--- src/rtl/stream_demux16_pkg.sv ---
// Shared defaults and slot-state type for the 1-to-2 stream demultiplexer.
package stream_demux16_pkg;

  localparam int unsigned DefaultDw = 16;
  localparam int unsigned DefaultCw = 8;

  typedef enum logic {
    SlotEmpty = 1'b0,
    SlotFull  = 1'b1
  } slot_state_e;

endpackage

--- src/rtl/stream_demux16_if.sv ---
// Handshake bundle for stream_demux16: one input stream, two output slots, counters.
interface stream_demux16_if
  import stream_demux16_pkg::*;
#(
  parameter int unsigned DW = DefaultDw,
  parameter int unsigned CW = DefaultCw
) ();

  logic          flush;
  logic          in_valid;
  logic          in_ready;
  logic [DW-1:0] in_data;
  logic          sel;
  logic          out0_valid;
  logic          out0_ready;
  logic [DW-1:0] out0_data;
  logic          out1_valid;
  logic          out1_ready;
  logic [DW-1:0] out1_data;
  logic [CW-1:0] cnt0;
  logic [CW-1:0] cnt1;

  // Demux side.
  modport slave (
    input  flush, in_valid, in_data, sel, out0_ready, out1_ready,
    output in_ready, out0_valid, out0_data, out1_valid, out1_data, cnt0, cnt1
  );

  // Producer / consumer side.
  modport master (
    output flush, in_valid, in_data, sel, out0_ready, out1_ready,
    input  in_ready, out0_valid, out0_data, out1_valid, out1_data, cnt0, cnt1
  );

endinterface

--- src/rtl/demux_slot.sv ---
// Single output slot: EMPTY/FULL state, data register and accept counter.
module demux_slot
  import stream_demux16_pkg::*;
#(
  parameter int unsigned DW = DefaultDw,
  parameter int unsigned CW = DefaultCw
) (
  input  logic          clk,
  input  logic          rst,
  input  logic          flush_i,
  input  logic          load_i,
  input  logic [DW-1:0] load_data_i,
  input  logic          ready_i,
  output logic          valid_o,
  output logic [DW-1:0] data_o,
  output logic [CW-1:0] cnt_o
);

  slot_state_e   state_q, state_d;
  logic [DW-1:0] data_q, data_d;
  logic [CW-1:0] cnt_q, cnt_d;

  // Next state: flush wins, a load always fills, a drain without load empties.
  always_comb begin
    state_d = state_q;
    data_d  = data_q;
    cnt_d   = cnt_q;
    if (flush_i) begin
      state_d = SlotEmpty;
    end else if (load_i) begin
      state_d = SlotFull;
      data_d  = load_data_i;
      cnt_d   = cnt_q + CW'(1);
    end else if (state_q == SlotFull && ready_i) begin
      state_d = SlotEmpty;
    end
  end

  // State registers, cleared asynchronously.
  always_ff @(posedge clk or posedge rst) begin
    if (rst) begin
      state_q <= SlotEmpty;
      data_q  <= '0;
      cnt_q   <= '0;
    end else begin
      state_q <= state_d;
      data_q  <= data_d;
      cnt_q   <= cnt_d;
    end
  end

  assign valid_o = (state_q == SlotFull);
  assign data_o  = data_q;
  assign cnt_o   = cnt_q;

endmodule

--- src/rtl/stream_demux16.sv ---
// Steers an input stream into one of two single-word output slots by sel.
module stream_demux16
  import stream_demux16_pkg::*;
#(
  parameter int unsigned DW = DefaultDw,
  parameter int unsigned CW = DefaultCw
) (
  input  logic              clk,
  input  logic              rst,
  stream_demux16_if.slave   bus
);

  logic in_ready;
  logic accept;
  logic load0;
  logic load1;

  // Selected slot can take a word if empty or draining this cycle; rst gates it so
  // in_ready reads low for the whole reset, not just after the first edge.
  always_comb begin
    in_ready = 1'b0;
    if (!rst && !bus.flush) begin
      if (bus.sel) begin
        in_ready = !bus.out1_valid || bus.out1_ready;
      end else begin
        in_ready = !bus.out0_valid || bus.out0_ready;
      end
    end
  end

  assign accept       = bus.in_valid && in_ready;
  assign load0        = accept && !bus.sel;
  assign load1        = accept && bus.sel;
  assign bus.in_ready = in_ready;

  demux_slot #(
    .DW (DW),
    .CW (CW)
  ) u_slot0 (
    .clk         (clk),
    .rst         (rst),
    .flush_i     (bus.flush),
    .load_i      (load0),
    .load_data_i (bus.in_data),
    .ready_i     (bus.out0_ready),
    .valid_o     (bus.out0_valid),
    .data_o      (bus.out0_data),
    .cnt_o       (bus.cnt0)
  );

  demux_slot #(
    .DW (DW),
    .CW (CW)
  ) u_slot1 (
    .clk         (clk),
    .rst         (rst),
    .flush_i     (bus.flush),
    .load_i      (load1),
    .load_data_i (bus.in_data),
    .ready_i     (bus.out1_ready),
    .valid_o     (bus.out1_valid),
    .data_o      (bus.out1_data),
    .cnt_o       (bus.cnt1)
  );

endmodule

--- src/flat_wrapper.sv ---
// flat-port wrapper written by rule: the top's interface ports become plain ports
module stream_demux16_flat import stream_demux16_pkg::*;
#(
  parameter int unsigned DW = DefaultDw,
  parameter int unsigned CW = DefaultCw
)
  (clk, rst, bus_flush, bus_in_valid, bus_in_data, bus_sel, bus_out0_ready, bus_out1_ready, bus_in_ready, bus_out0_valid, bus_out0_data, bus_out1_valid, bus_out1_data, bus_cnt0, bus_cnt1);
  stream_demux16_if #(.DW(DW), .CW(CW)) bus_i ();
  input  logic clk;
  input  logic rst;
  input wire logic [$bits(bus_i.flush)-1:0] bus_flush;
  input wire logic [$bits(bus_i.in_valid)-1:0] bus_in_valid;
  input wire logic [$bits(bus_i.in_data)-1:0] bus_in_data;
  input wire logic [$bits(bus_i.sel)-1:0] bus_sel;
  input wire logic [$bits(bus_i.out0_ready)-1:0] bus_out0_ready;
  input wire logic [$bits(bus_i.out1_ready)-1:0] bus_out1_ready;
  output wire logic [$bits(bus_i.in_ready)-1:0] bus_in_ready;
  output wire logic [$bits(bus_i.out0_valid)-1:0] bus_out0_valid;
  output wire logic [$bits(bus_i.out0_data)-1:0] bus_out0_data;
  output wire logic [$bits(bus_i.out1_valid)-1:0] bus_out1_valid;
  output wire logic [$bits(bus_i.out1_data)-1:0] bus_out1_data;
  output wire logic [$bits(bus_i.cnt0)-1:0] bus_cnt0;
  output wire logic [$bits(bus_i.cnt1)-1:0] bus_cnt1;
  assign bus_i.flush = bus_flush;
  assign bus_i.in_valid = bus_in_valid;
  assign bus_i.in_data = bus_in_data;
  assign bus_i.sel = bus_sel;
  assign bus_i.out0_ready = bus_out0_ready;
  assign bus_i.out1_ready = bus_out1_ready;
  assign bus_in_ready = bus_i.in_ready;
  assign bus_out0_valid = bus_i.out0_valid;
  assign bus_out0_data = bus_i.out0_data;
  assign bus_out1_valid = bus_i.out1_valid;
  assign bus_out1_data = bus_i.out1_data;
  assign bus_cnt0 = bus_i.cnt0;
  assign bus_cnt1 = bus_i.cnt1;
  stream_demux16 #(.DW(DW), .CW(CW)) u_core (.clk(clk), .rst(rst), .bus(bus_i));
endmodule
--- config.mk ---
export PLATFORM = sky130hd
export DESIGN_NAME = stream_demux16_flat
export DESIGN_NICKNAME = d
export VERILOG_FILES = /design/src/rtl/stream_demux16_pkg.sv /design/src/rtl/stream_demux16_if.sv /design/src/rtl/demux_slot.sv /design/src/rtl/stream_demux16.sv /design/src/flat_wrapper.sv
export SDC_FILE = /design/constraint.sdc
export NUM_CORES = 1
export LEC_CHECK = 0
export ABC_AREA = 0
export CAP_MARGIN = 10
export CELL_PAD_IN_SITES_DETAIL_PLACEMENT = 0
export CELL_PAD_IN_SITES_GLOBAL_PLACEMENT = 2
export CORE_UTILIZATION = 24
export CTS_CLUSTER_SIZE = 25
export DETAILED_ROUTE_END_ITERATION = 8
export GPL_ROUTABILITY_DRIVEN = 0
export PLACE_DENSITY = 0.78
export SLEW_MARGIN = 40
export SYNTH_ARGS = -nofsm -noshare
export SYNTH_HDL_FRONTEND = slang
export SYNTH_SLANG_ARGS = --single-unit
--- constraint.sdc ---
create_clock -name clk -period 1.4 [get_ports clk]
set_clock_uncertainty 0.05 [all_clocks]
set_input_delay 0.14 -clock clk [delete_from_list [all_inputs] [get_ports clk]]
set_output_delay 0.14 -clock clk [all_outputs]
set_load 0.05 [all_outputs]
==> flow_summary_export.csv <==
group,metric,value,unit
detailed_routing,num_vias,1589,
grt,antenna_found_initial,0,
pwr,p_int,3.71,mW
sta,slew_headroom,82.7,%
worst_setup_path,slowest_delay,430,ps
final_layout,layout-drive-gt1-share,42.8,%
sta,period_needed,1440,ps
floorplan,die_h,94.3,µm
logic_synthesis,netlist.area_leader.share,61.2,%
pwr,power_frac_seq,35.8,%
worst_setup_path,required,1210,ps
sta,setup_slack,-40.4,ps
floorplan,coreArea,8220,µm²
pwr,ir_worst_vdd,0.000688,V
detailed_routing,viasPerCell,4.25,
job,drv_cap,0,
detailed_routing,wl,4.95,mm
clock_tree,clock_sinks,50,
sta,slew_violations,0,
final_layout,utilization,45.7,%
grt,grt_pass1_vias,1681,
logic_synthesis,yosysMostFrequentCell,"nand2_1",
final_layout,finish.net_count,293,
sta,finalCritPeriodShare,103,%
grt,track_usage,12.3,%
grt,grt_max_degree,27,
sta,max_freq,694,MHz
worst_setup_path,cp_num_buf_inv,1,
place,portBuffers,73,
logic_synthesis,yosys_register_bits,50,
logic_synthesis,avgSynthCellArea,11.5,µm²
place,place.detailed.hpwl,3.89,mm
worst_setup_path,critPathKind,"reg -> out",
pwr,p_total,5.96,mW
logic_synthesis,yosys-top-cells-count,"nand2_1 (58), dfrtp_1 (50), mux2_2 (16), xnor2_1 (9)",
floorplan,row_count,33,
logic_synthesis,yosysSeqAreaShare,61.2,%
detailed_routing,wire_per_inst,13.2,µm
clock_tree,cts-root-buf,"clkbuf_8",
clock_tree,clk_latency,300,ps
clock_tree,htree_levels,2,
grt,grt_pass1_wl,8.32,mm
place,place_ws,-282,ps
final_layout,syn_to_final_growth,84.0,%
pwr,power_switching,2.25,mW
logic_synthesis,syn_area,2040,µm²
sta,setup_violations,1,
worst_setup_path,arrival,1250,ps
place,dpl_cell_area,3620,µm²
logic_synthesis,synth_ff_type,"dfrtp_1",
logic_synthesis,synth_top_cells_by_area,"dfrtp_1 (61%), nand2_1 (11%), mux2_2 (8.8%), xnor2_1 (3.9%), xor2_1 (2.1%)",
pwr,clockPowerShare,16.7,%
clock_tree,cts_buffer_depth,2,
logic_synthesis,ys_async_sr_fraction,100,%
final_layout,seqCellArea,1260,µm²
clock_tree,postCtsSetupBuffers,0,
pwr,total_leakage_power,1.71,nW
grt,globalRouteOverflowTotal,0,
worst_setup_path,worstPathMaxFanout,4,
worst_setup_path,crit_slowest_cell,"dfrtp_2",
final_layout,fillCellCount,759,
final_layout,n_antenna_cell,0,
logic_synthesis,synth_edf_count,0,
pwr,sw_frac_of_total,37.7,%
logic_synthesis,synth_nets,202,
worst_setup_path,cpLargestDelayFamily,"flip-flops",
detailed_routing,firstDrtPassIters,4,
pwr,power_frac_comb,47.5,%
floorplan,die_w,94.3,µm
final_layout,multiInputGateArea,841,µm²
logic_synthesis,yosysWarningCount,0,
detailed_routing,drt_iter0_markers,45,
sta,timing.final.hold_violations,0,
pwr,powerDensity,1590,nW/µm²
sta,worstMarginPinSlew,260,ps
clock_tree,clk_pin_slew_worst_paths,90,ps
worst_setup_path,crit_chain,"nand2b_4 > mux2i_4 > nor3_4 > buf_12",
run_status,status,"finished, violations left",
logic_synthesis,synth_cell_type_count,25,
logic_synthesis,yosysTopAreaCell,"dfrtp_1",
detailed_routing,ant_nets,0,
floorplan,initial_utilization,24.9,%
floorplan,pin_count,74,
worst_setup_path,end_kind,"output pin",
sta,rsz0062_at_grt,"yes",
logic_synthesis,syn_inst,177,
clock_tree,cts_tree,"built",
final_layout,layout.cell_area.non_filler,3760,µm²
floorplan,die_area,8890,µm²
detailed_routing,drc,0,
clock_tree,cts_buffers,5,
run_status,violations,"negative setup slack",
worst_setup_path,critPathLaunchType,"register",
min_path,holdCritPathClass,"in -> reg",
==> per-stage QoR <==
| step | hold slack, ps | TNS, ps | instances |
|---|---|---|---|
| finish | 260 | -40.4 | 374 |
| global route | 289 | -116 | 374 |
| CTS | 334 | -142 | 374 |
| detailed placement | 470 | -10350 | 367 |
| global placement | 455 | -9410 | 367 |
| floorplan | 132 | -151 | 177 |
==> layout by cell type, fill, tap and decap left out, drive strengths merged, types with 2 or more instances in the layout <==
master and instances:
nand3 5, mux2 16, o21ai 2, xnor2 9
dlymetal6s2s 2, nand4 5, nor2 3, nor3 4
dfrtp 50, nand2 58, nand2b 2, xor2 5
clkdlybuf4s50 20, clkbuf 7, buf 69, ha 2
==> sequential cells by signal, indices dropped and copies added, names as in the netlist <==
register / flops
u_core.u_slot1.data_o: 16
u_core.u_slot0.data_o: 16
u_core.u_slot0.valid_o: 1
u_core.u_slot1.cnt_o: 8
u_core.u_slot1.valid_o: 1
u_core.u_slot0.cnt_o: 8
==> power groups by stage <==
stage | Sequential (mW) | Combinational, mW | Clock [mW]
floorplan | 2.99 | 0.385 | 0
global placement | 2.17 | 2.82 | 0
detailed placement | 2.18 | 2.85 | 0
CTS | 2.15 | 2.86 | 1.04
global route | 2.19 | 2.96 | 1.09
finish | 2.14 | 2.83 | 0.995
==> final timing paths <==
| kind | start | slack, ps | end | cells past startpoint |
|---|---|---|---|---|
| worst max register to register | u_core.u_slot0.cnt_o[0]$_DFFE_PP0P_ | 30 | u_core.u_slot0.cnt_o[6]$_DFFE_PP0P_ | 4 |
| worst min-delay path | bus_flush | 260 | u_core.u_slot0.valid_o$_DFFE_PP0P_ | 3 |
| max in group asynchronous | rst | 740 | u_core.u_slot1.cnt_o[1]$_DFFE_PP0P_ | 4 |
| worst max-delay path | u_core.u_slot0.valid_o$_DFFE_PP0P_ | -40 | bus_in_ready | 4 |
| min in group asynchronous | rst | 380 | u_core.u_slot1.data_o[10]$_DFFE_PP0P_ | 4 |
| worst min register to register | u_core.u_slot0.cnt_o[7]$_DFFE_PP0P_ | 480 | u_core.u_slot0.cnt_o[7]$_DFFE_PP0P_ | 1 |
==> worst register-to-register path, stage by stage, from the launching register on <==
cell     delay [ps]
dfrtp_2         460
ha_4            160
nand3_1          60
or3_1           390
xnor2_1         130
==> metal layers <==
layer / share of wire (%) / vias up / GRT usage (%)
li1: - / 767 / -
met1: 41 / 770 / 14.8
met2: 51 / 44 / 21.1
met3: 6.5 / 8 / 3.80
met4: 1.1 / 0 / 3.46
met5: 0 / - / 0
==> what timing repair did <==
| item | in CTS | in global routing |
|---|---|---|
| endpoints found under the hold margin | 0 | 0 |
| hold buffers | 0 | 0 |
| endpoints found under the setup margin | 1 | 18 |
| gates resized for setup | 3 | 7 |
| pin swaps | 1 | 4 |
==> cell type report <==
| cell class | count | area share, % |
|---|---|---|
| tap | 105 | 3.50 |
| inverter | 1 | 0.200 |
| multi-input combinational | 119 | 22.4 |
| clock buffer | 7 | 2.03 |
| sequential | 50 | 33.6 |
| timing repair buffer | 91 | 37.5 |
| clock inverter | 1 | 0.799 |
==> cell families (layout without fill, tap and decap cells) <==
logic type                 after synthesis  after routing  synth area share (%)
DFF                                     50             50                  61.2
adders and majority gates                2              2                  1.22
AOI/OAI and AO/OA                        2              2                 0.490
muxes                                   17             17                  9.31
and+or+nand+nor                         84             84                  19.6
buffers and inverters                    8            100                  2.14
xor gates and xnor gates                14             14                  6.00
Note: power is estimated with default switching activity, not from simulation.
